--- src/rtl/piso_bit_serializer.sv ---
// Parallel-in serial-out bit serializer with a one-word holding buffer so that
// back-to-back words stream out with no idle bit between them.
module piso_bit_serializer #(
  parameter int unsigned WIDTH     = 8,
  parameter bit          MSB_FIRST = 1'b1,
  parameter bit          IDLE_BIT  = 1'b0
) (
  input  logic             clk,
  input  logic             rst,
  input  logic [WIDTH-1:0] din,
  input  logic             din_valid,
  output logic             din_ready,
  output logic             d_out,
  output logic             bit_valid,
  output logic             last_bit,
  output logic             busy
);

  localparam int unsigned CW = $clog2(WIDTH);
  localparam logic [CW-1:0] LAST_CNT = CW'(WIDTH - 1);

  typedef enum logic {
    IDLE,
    SHIFT
  } state_t;

  state_t           state_q, state_n;
  logic [CW-1:0]    cnt_q, cnt_n;
  logic [WIDTH-1:0] shreg_q, shreg_n;
  logic [WIDTH-1:0] hold_q, hold_n;
  logic             hold_full_q, hold_full_n;
  logic             d_out_n, bit_valid_n, last_bit_n, busy_n;
  logic             accept;

  // The bit currently presented always sits at the shifter's output end.
  function automatic logic head_bit(input logic [WIDTH-1:0] w);
    return MSB_FIRST ? w[WIDTH-1] : w[0];
  endfunction

  function automatic logic [WIDTH-1:0] shift_word(input logic [WIDTH-1:0] w);
    return MSB_FIRST ? {w[WIDTH-2:0], 1'b0} : {1'b0, w[WIDTH-1:1]};
  endfunction

  assign din_ready = ~hold_full_q & ~rst;
  assign accept    = din_valid & din_ready;

  // Next-state, datapath and registered-output values.
  always_comb begin
    state_n     = state_q;
    cnt_n       = cnt_q;
    shreg_n     = shreg_q;
    hold_n      = hold_q;
    hold_full_n = hold_full_q;

    case (state_q)
      IDLE: begin
        if (accept) begin
          shreg_n = din;
          cnt_n   = '0;
          state_n = SHIFT;
        end
      end
      SHIFT: begin
        if (cnt_q != LAST_CNT) begin
          shreg_n = shift_word(shreg_q);
          cnt_n   = cnt_q + CW'(1);
          if (accept) begin
            hold_n      = din;
            hold_full_n = 1'b1;
          end
        end else begin
          // Final bit: refill from the buffer first, then from din, else drain.
          cnt_n = '0;
          if (hold_full_q) begin
            shreg_n     = hold_q;
            hold_full_n = 1'b0;
          end else if (accept) begin
            shreg_n = din;
          end else begin
            shreg_n = '0;
            state_n = IDLE;
          end
        end
      end
      default: begin
        state_n = IDLE;
      end
    endcase

    bit_valid_n = (state_n == SHIFT);
    d_out_n     = bit_valid_n ? head_bit(shreg_n) : IDLE_BIT;
    last_bit_n  = bit_valid_n && (cnt_n == LAST_CNT);
    busy_n      = bit_valid_n | hold_full_n;
  end

  always_ff @(posedge clk) begin
    if (rst) begin
      state_q     <= IDLE;
      cnt_q       <= '0;
      shreg_q     <= '0;
      hold_q      <= '0;
      hold_full_q <= 1'b0;
      d_out       <= IDLE_BIT;
      bit_valid   <= 1'b0;
      last_bit    <= 1'b0;
      busy        <= 1'b0;
    end else begin
      state_q     <= state_n;
      cnt_q       <= cnt_n;
      shreg_q     <= shreg_n;
      hold_q      <= hold_n;
      hold_full_q <= hold_full_n;
      d_out       <= d_out_n;
      bit_valid   <= bit_valid_n;
      last_bit    <= last_bit_n;
      busy        <= busy_n;
    end
  end

endmodule

--- config.mk ---
export PLATFORM = sky130hd
export DESIGN_NAME = piso_bit_serializer
export DESIGN_NICKNAME = d
export VERILOG_FILES = /design/src/rtl/piso_bit_serializer.sv
export SDC_FILE = /design/constraint.sdc
export NUM_CORES = 1
export LEC_CHECK = 0
export BUFFER_PORTS_ARGS = -buffer_cell sky130_fd_sc_hd__buf_2
export CAP_MARGIN = 20
export CORE_MARGIN = 2
export CORE_UTILIZATION = 35
export DETAILED_ROUTE_END_ITERATION = 7
export HOLD_SLACK_MARGIN = 0.06
export MAX_ROUTING_LAYER = met4
export PLACE_DENSITY = 0.64
export SYNTH_ARGS = -nofsm -noshare
export SYNTH_HDL_FRONTEND = slang
export SYNTH_SLANG_ARGS = --single-unit
--- constraint.sdc ---
create_clock -name clk -period 3 [get_ports clk]
set_input_delay 0 -clock clk [delete_from_list [all_inputs] [get_ports clk]]
set_output_delay 0 -clock clk [all_outputs]
set_load 0.005 [all_outputs]
# After elaboration in Yosys (flattened, before gate mapping)
# Index checks and enable logic that the tools add are counted.
# totals
reg_bits	24
output_inout_bits	5
# op_classes
n_addsub	1
n_eq_ne	3
n_mux	15
bitwise	7
n_reduce_logical	3
# op_table
cell	n
$mux 8	4
$pmux 8 s2	1
$mux 1	6
$mux 3	2
$pmux 3 s2	1
$not 1->1	4
$add 3x1->3 const B	1
$eq 3x3->1 const B	1
$ne 3x3->1 const B	1
$reduce_and 3->1	1
$and 1x1->1	2
$ne 2x2->1 const B	1
$pmux 1 s2	1
$reduce_or 2->1	1
$logic_and 1x1->1	1
$or 1x1->1	1

# Longest topological paths before layout
# Gate-level depths: netlist of the first run.
# logic_depth
ltp_word	9
mapped_depth	7
depth_no_buf	5

# Least setup slack after synthesis of the first run
# OpenSTA, ideal clock, no wires.
# synth_path
path_type	flip-flop to flip-flop
startpoint	reg cnt_q[0]
endpoint	reg d_out
setup_time_ns	0.136
arrival_ns	1.440
t_required_ns	2.864
setup_slack_ns	1.423
path_stages_with_launch	7
path_buffers	1
synth_period_minus_slack_ns	1.577
cell_sequence	dfxtp_1 > ha_1 > ha_1 > buf_2 > nand2b_1 > o211ai_1 > a311oi_2
# synth_via
elab_chain_cells	5
word_cells_on_any_way	7
# synth_rtl
item	line_no	rtl
start: declaration	28	logic [CW-1:0] cnt_q, cnt_n;
start signal: assignment	109	cnt_q <= cnt_n;
$ne 3x3->1 *	64	if (cnt_q != LAST_CNT) begin
$mux 1	64	
$pmux 1 s2	55	case (state_q)
$not 1->1 (no line)	-	
$reduce_or 2->1 (no line)	-	
end signal: assignment	113	d_out <= d_out_n;
end: declaration	13	output logic d_out,
# Mark *: on every way between the ends. The rest lies on a longest branch, timed or not.
# A chain may end at the register's enable or synchronous reset.

# Worst setup path in the final report of the first run
# Same ends and word-level chain as after synthesis.

==> results of run 1 <==
[layer usage]
metal / part of all wire, % / track usage, %
met1: 46 / 18.4
met2: 49 / 24.2
met3: 3.9 / 3.39
met4: 0.97 / 4.08
met5: 0 / -
[flip-flops by register name, indices dropped and copies added, names as in the netlist]
name and count:
d_out 1, cnt_q 3, last_bit 1, busy 1, hold_q 8, hold_full_q 1
shreg_q 8, state_q 1
[through the flow]
| step | util (%) | power [mW] |
|---|---|---|
| after floorplan | - | 0.419 |
| after CTS | 41.3 | 0.619 |
| after global placement | 37.9 | 0.436 |
| final | 41.3 | 0.617 |
| after global routing | 41.3 | 0.644 |
| after detailed placement | 37.9 | 0.440 |
[layout by cell type, fill, tap and decap left out]
cell	netlist	routed
nand4_1	1	1
nand3_1	25	25
o211ai_1	1	1
a21oi_1	12	12
nor2_1	4	4
ha_1	2	2
nor2b_1	2	2
nand4bb_1	6	6
o21bai_1	1	1
o22ai_1	1	1
a31oi_1	7	7
o21ai_1	9	9
a311oi_2	1	1
o21ai_0	6	6
a21boi_1	1	1
dlygate4sd3_1	0	8
and4bb_1	1	1
and3_1	1	1
nor3b_4	1	1
nand2_1	9	9
or3b_1	1	1
nand2b_1	3	3
a211oi_1	2	2
buf_2	6	15
a221oi_1	1	1
clkinv_1	1	1
clkbuf_8	0	1
clkbuf_4	0	3
dfxtp_1	24	24
buf_4	3	1
a31o_1	6	6
[kinds of logic (layout without fill, tap and decap cells)]
group,Yosys count,in the layout
adder cells (fa/ha/maj),2,2
buffers and inverters,16,29
AO/OA/AOI/OAI,48,48
AND/OR/NAND/NOR,54,54
flip-flops,24,24
[worst max-delay path: stages (launching register included)]
cell and delay [ns]:
dfxtp_1 0.38, ha_1 0.15, ha_1 0.57, nand2b_1 0.41, o211ai_1 0.16, a311oi_2 0.27
[final cells by class]
| type | count | area, sq um | share of cell area, % |
|---|---|---|---|
| Tap cell | 46 | 57.6 | 4.14 |
| Clock buffer | 4 | 36.3 | 2.61 |
| Inverter | 1 | 3.75 | 0.270 |
| Multi-Input combinational cell | 104 | 649 | 46.7 |
| Sequential cell | 24 | 480 | 34.6 |
| Timing Repair Buffer | 24 | 163 | 11.7 |
[worst max path at each step]
stage                        start    end  slack [ns]  depth (start not counted)
final                     cnt_q[0]  d_out        0.98                          5
after detailed placement  cnt_q[0]  d_out         1.0                          5
after floorplan           cnt_q[0]  d_out        1.42                          6
after global placement    cnt_q[0]  d_out        1.07                          5
after global routing      cnt_q[0]  d_out        0.79                          5
after CTS                 cnt_q[0]  d_out        0.96                          5
[report_power, final]
part / leakage, nW / internal, mW / total (mW) / switching, mW
Clock: 0.0210 / 0.0743 / 0.176 / 0.102
Sequential: 0.196 / 0.334 / 0.345 / 0.0112
Combinational: 0.250 / 0.0400 / 0.0964 / 0.0564
Total: 0.467 / 0.448 / 0.617 / 0.170
[timing repair]
| action | in CTS | in global routing |
|---|---|---|
| gates resized for setup | 0 | 0 |
| hold endpoints to repair | 16 | 0 |
| hold buffers | 8 | 0 |
==> results.tsv, run 1 <==
metric	value	unit
syn-instance-count	144	
cts_tree	done	
core-area	0.00336	sq mm
cts_buffer_depth	2	
syn_area_per_cell	8.55	sq um
r2r_setup_slack	0.98	ns
gp_congestion	0.780	
overflow	0	
cp_max_fo	21	
cap_violations	0	
ys_top_cells_by_area	dfxtp_1 39%, nand3_1 10%, nand4bb_1 5.5%	
max_slew_margin	52.9	%
critPathLaunchType	register	
routed_wl	2.77	mm
dieArea	0.00401	sq mm
synthAdderAreaFrac	2.03	%
synthXorXnorAreaFrac	0	%
worst_pin_slew	0.706	ns
synth_simple_gate_area_share	26.4	%
fin_nets	171	
cts_htree_levels	1	
area_growth	12.9	%
start_util	36.6	%
grt_first_pass_wirelength	4.63	mm
post-route-cell-area	0.00139	sq mm
wl_per_cell	13.7	microns
ant_nets	0	
grt_max_degree	35	
die_h	63.3	microns
grt_use_total	14.8	%
skew	0.00243	ns
fmax	0.495	GHz
synth_flop_cell	dfxtp_1	
final_cells	203	
rsz0062_at_grt	no	
cp_data_arrival_time	2.27	ns
cp-end-kind	register	
worstRegToRegCells	5	
postCtsSetupRepairBufs	0	
min-delay-path-class	primary input to register	
pin_count	16	
drtIter0Drc	42	
critPathKind	register to register	
drc	0	
drtPass1Iterations	4	
dp.cells	191	
slew_viol_final	0	
die_x	63.3	microns
synth.most_common_cell	nand3_1	
clock_latency	0.32	ns
ys_ff_latch	24	
synth_fp_nets	157	
synth_area_leader_cell	dfxtp_1	
finalHoldViolations	0	
setup_slack	0.978	ns
finalSetupViolations	0	
ys_types	30	
dpl_cell_area	0.00127	sq mm
synth_top_family_by_area	simple AND/OR/NAND/NOR gates	
fillers	361	
synth_compound_area_share	24.3	%
synth_top_area_share	39.0	%
tns	0	ns
critical_path_required	3.25	ns
rr_startpoint	cnt_q[0]	
r2r_end	d_out	
worstHoldStart	din_valid	
async_flop_share	0	%
min_period_over_period	67.4	%
antenna_found_initial	0	
dpl_worst_slack	0.996	ns
synth_edf_count	0	
ctsRootBufferMaster	clkbuf_4	
leakagePower	0.467	nW
final_period_minus_worst_setup_slack	2.02	ns
dp_hpwl	1.70	mm
ir_drop	0.000354	V
via_per_inst	5.55	
io_buffers	15	
status	completed	
yosys_warnings	0	
cts_buffers	3	
grt_pass1_vias	1009	
synthMuxAreaShare	0	%
powerDensity	444	mW/mm^2
whs	0.120	ns
diodes	0	
rows	21	
hold_end	shreg_q[0]	
clkTransAtPathRegs	0.13	ns
ys_top_cells_by_count	25 x nand3_1, 24 x dfxtp_1, 12 x a21oi_1	
cts_sinks	24	
holdPathStages	3	
syn_area	0.00123	sq mm
drive_above_1_share	14.0	%
vias	1126	
synth_seq_area_share	39.0	%
Note: power is estimated with default switching activity, not from simulation.
==> run 2: changes to the inputs <==
--- a/config.mk
+++ b/config.mk
@@ -5,6 +5,7 @@
 export SDC_FILE = /design/constraint.sdc
 export NUM_CORES = 1
 export LEC_CHECK = 0
+export ABC_AREA = 1
 export BUFFER_PORTS_ARGS = -buffer_cell sky130_fd_sc_hd__buf_2
 export CAP_MARGIN = 20
 export CORE_MARGIN = 2
@@ -12,7 +13,7 @@
 export DETAILED_ROUTE_END_ITERATION = 7
 export HOLD_SLACK_MARGIN = 0.06
 export MAX_ROUTING_LAYER = met4
-export PLACE_DENSITY = 0.64
+export PLACE_DENSITY = 0.66
 export SYNTH_ARGS = -nofsm -noshare
 export SYNTH_HDL_FRONTEND = slang
 export SYNTH_SLANG_ARGS = --single-unit
==> constraint.sdc (replaced) <==
create_clock -name clk -period 1.75 [get_ports clk]
set_input_delay 0 -clock clk [delete_from_list [all_inputs] [get_ports clk]]
set_output_delay 0 -clock clk [all_outputs]
set_load 0.005 [all_outputs]
==> run 2 against run 1 <==
Effect of this change: hold slack got worse by 0.017 ns; combinational power up 98%; critical path type unchanged; area after synthesis grew 0.41%; cell area is 4.4% higher; largest cell class unchanged.
==> results.tsv, run 2 <==
metric	value	unit
cts_buffers	3	
syn_area	0.00124	sq mm
vias	1172	
critical_path_required	1.94	ns
dpl_worst_slack	0.240	ns
io_buffers	15	
leakagePower	0.631	nW
grt_use_total	15.8	%
ant_nets	0	
synth_edf_count	0	
grt_first_pass_wirelength	5.04	mm
pin_count	16	
synth_area_leader_cell	dfxtp_1	
overflow	0	
drtIter0Drc	59	
syn_area_per_cell	7.31	sq um
drive_above_1_share	15.3	%
critPathKind	register to register	
whs	0.103	ns
min-delay-path-class	primary input to register	
fillers	388	
crit_buf_inv	2	
async_flop_share	0	%
cp_top_family	adder cells	
max_slew_margin	67.7	%
top_regs	hold_q x8, shreg_q x8, cnt_q x3	
slew_viol_final	0	
ys_top_cells_by_area	dfxtp_1 39%, nand2_1 12%, a21oi_1 9.3%	
area_growth	17.4	%
ys_ff_latch	24	
synth.most_common_cell	nand2_1	
skew	0.00826	ns
cts_buffer_depth	2	
cp_data_arrival_time	1.73	ns
drtPass1Iterations	4	
diodes	0	
synth_simple_gate_area_share	33.1	%
rows	21	
fmax	0.651	GHz
clkTransAtPathRegs	0.14	ns
tns	0	ns
synthAdderAreaFrac	2.02	%
status	completed	
ctsRootBufferMaster	clkbuf_4	
dp_hpwl	1.95	mm
cp-end-kind	register	
synth_top_family_by_area	simple AND/OR/NAND/NOR gates	
ir_drop	0.000273	V
finalSetupViolations	0	
powerDensity	816	mW/mm^2
via_per_inst	4.97	
synth_top_area_share	38.9	%
gp_congestion	0.762	
synthXorXnorAreaFrac	0	%
cts_htree_levels	1	
routed_wl	2.67	mm
fin_nets	204	
grt_pass1_vias	1102	
ys_top_cells_by_count	38 x nand2_1, 24 x dfxtp_1, 23 x a21oi_1	
drc	0	
die_x	63.4	microns
min_period_over_period	87.8	%
ys_types	24	
core-area	0.00336	sq mm
finalHoldViolations	0	
critPathLaunchType	register	
cpMostUsedCell	ha_1	
synth_fp_nets	182	
cts_tree	done	
postCtsSetupRepairBufs	0	
final_period_minus_worst_setup_slack	1.54	ns
worst_pin_slew	0.484	ns
start_util	36.8	%
cap_violations	0	
cts_sinks	24	
yosys_warnings	0	
final_cell_mix	38 x nand2_1, 24 x dfxtp_1, 23 x a21oi_1	
wl_per_cell	11.3	microns
mostFrequentLayoutCell	nand2_1	
syn-instance-count	169	
grt_max_degree	22	
clock_latency	0.32	ns
slowest_delay	0.35	ns
cp_max_fo	9	
critPathSlowestCell	dfxtp_1	
synth_compound_area_share	15.9	%
dieArea	0.00402	sq mm
rsz0062_at_grt	no	
synthMuxAreaShare	0	%
antenna_found_initial	0	
die_h	63.4	microns
synth_seq_area_share	38.9	%
crit_path_cell_trace	ha_1 -> ha_1 -> nor2_1 -> inv_1 -> nor2_8 -> inv_2 -> nand2_1 -> a21oi_1	
synth_flop_cell	dfxtp_1	
setup_slack	0.213	ns
run 2: cell type report:
| cell class | instances | area [sq um] | share of cell area, % |
|---|---|---|---|
| timing repair buffer | 28 | 193 | 13.3 |
| sequential | 24 | 480 | 33.1 |
| multi-input combinational | 124 | 631 | 43.4 |
| inverter | 10 | 37.5 | 2.59 |
| clock buffer | 3 | 22.5 | 1.55 |
| tap | 46 | 57.6 | 3.97 |
| clock inverter | 1 | 30.0 | 2.07 |
run 2: repair_timing:
| action | CTS | global route |
|---|---|---|
| hold buffers | 8 | 0 |
| endpoints found under the hold margin | 9 | 0 |
| endpoints found under the setup margin | 0 | 0 |
| gates resized for setup | 0 | 0 |
run 2: stage by stage:
step / utilization [%] / cell area, sq um / total power, mW / cells
final: 43.2 / 1450 / 1.18 / 236
after detailed placement: 39.2 / 1320 / 0.781 / 224
after global placement: 39.2 / 1320 / 0.780 / 224
after global routing: 43.2 / 1450 / 1.25 / 236
after floorplan: - / 1240 / 0.737 / 169
after CTS: 43.2 / 1450 / 1.19 / 236
run 2: report_power, final:
part | switching (mW) | internal (mW) | total (mW)
logic | 0.115 | 0.0752 | 0.191
clock network | 0.172 | 0.232 | 0.403
registers | 0.0161 | 0.574 | 0.590
total | 0.303 | 0.881 | 1.18
run 2: cell families (layout without fill, tap and decap cells):
logic type	after synthesis	count (layout)
adder cells (fa/ha/maj)	2	2
flip-flops	24	24
AO/OA/AOI/OAI	37	37
AND/OR/NAND/NOR	85	85
buffers and inverters	21	42
run 2: final timing paths:
check                           startpoint        end  slack, ns  cells after the start
worst min register to register   hold_q[6]  hold_q[6]       0.47                      2
worst min-delay path                   rst       busy       0.10                      2
worst max register to register    cnt_q[0]  hold_q[5]       0.21                      8
worst max-delay path              cnt_q[0]  hold_q[5]       0.21                      8
run 2: worst register-to-register path, delay by kind of cell, from the launching register on:
family / cells / cell delay, ns
adder cells (fa/ha/maj): 2 / 0.43
AND/OR/NAND/NOR: 3 / 0.36
flip-flops: 1 / 0.35
buffers and inverters: 2 / 0.21
AO/OA/AOI/OAI: 1 / 0.06
run 2: routing by layer:
| metal | GRT usage (%) | up-vias | share of wire (%) |
|---|---|---|---|
| met5 | - | - | 0 |
| met4 | 4.89 | 0 | 0.94 |
| met3 | 1.79 | 4 | 3.7 |
| met2 | 26.1 | 25 | 48 |
| met1 | 20.4 | 538 | 47 |
| li1 | - | 605 | - |
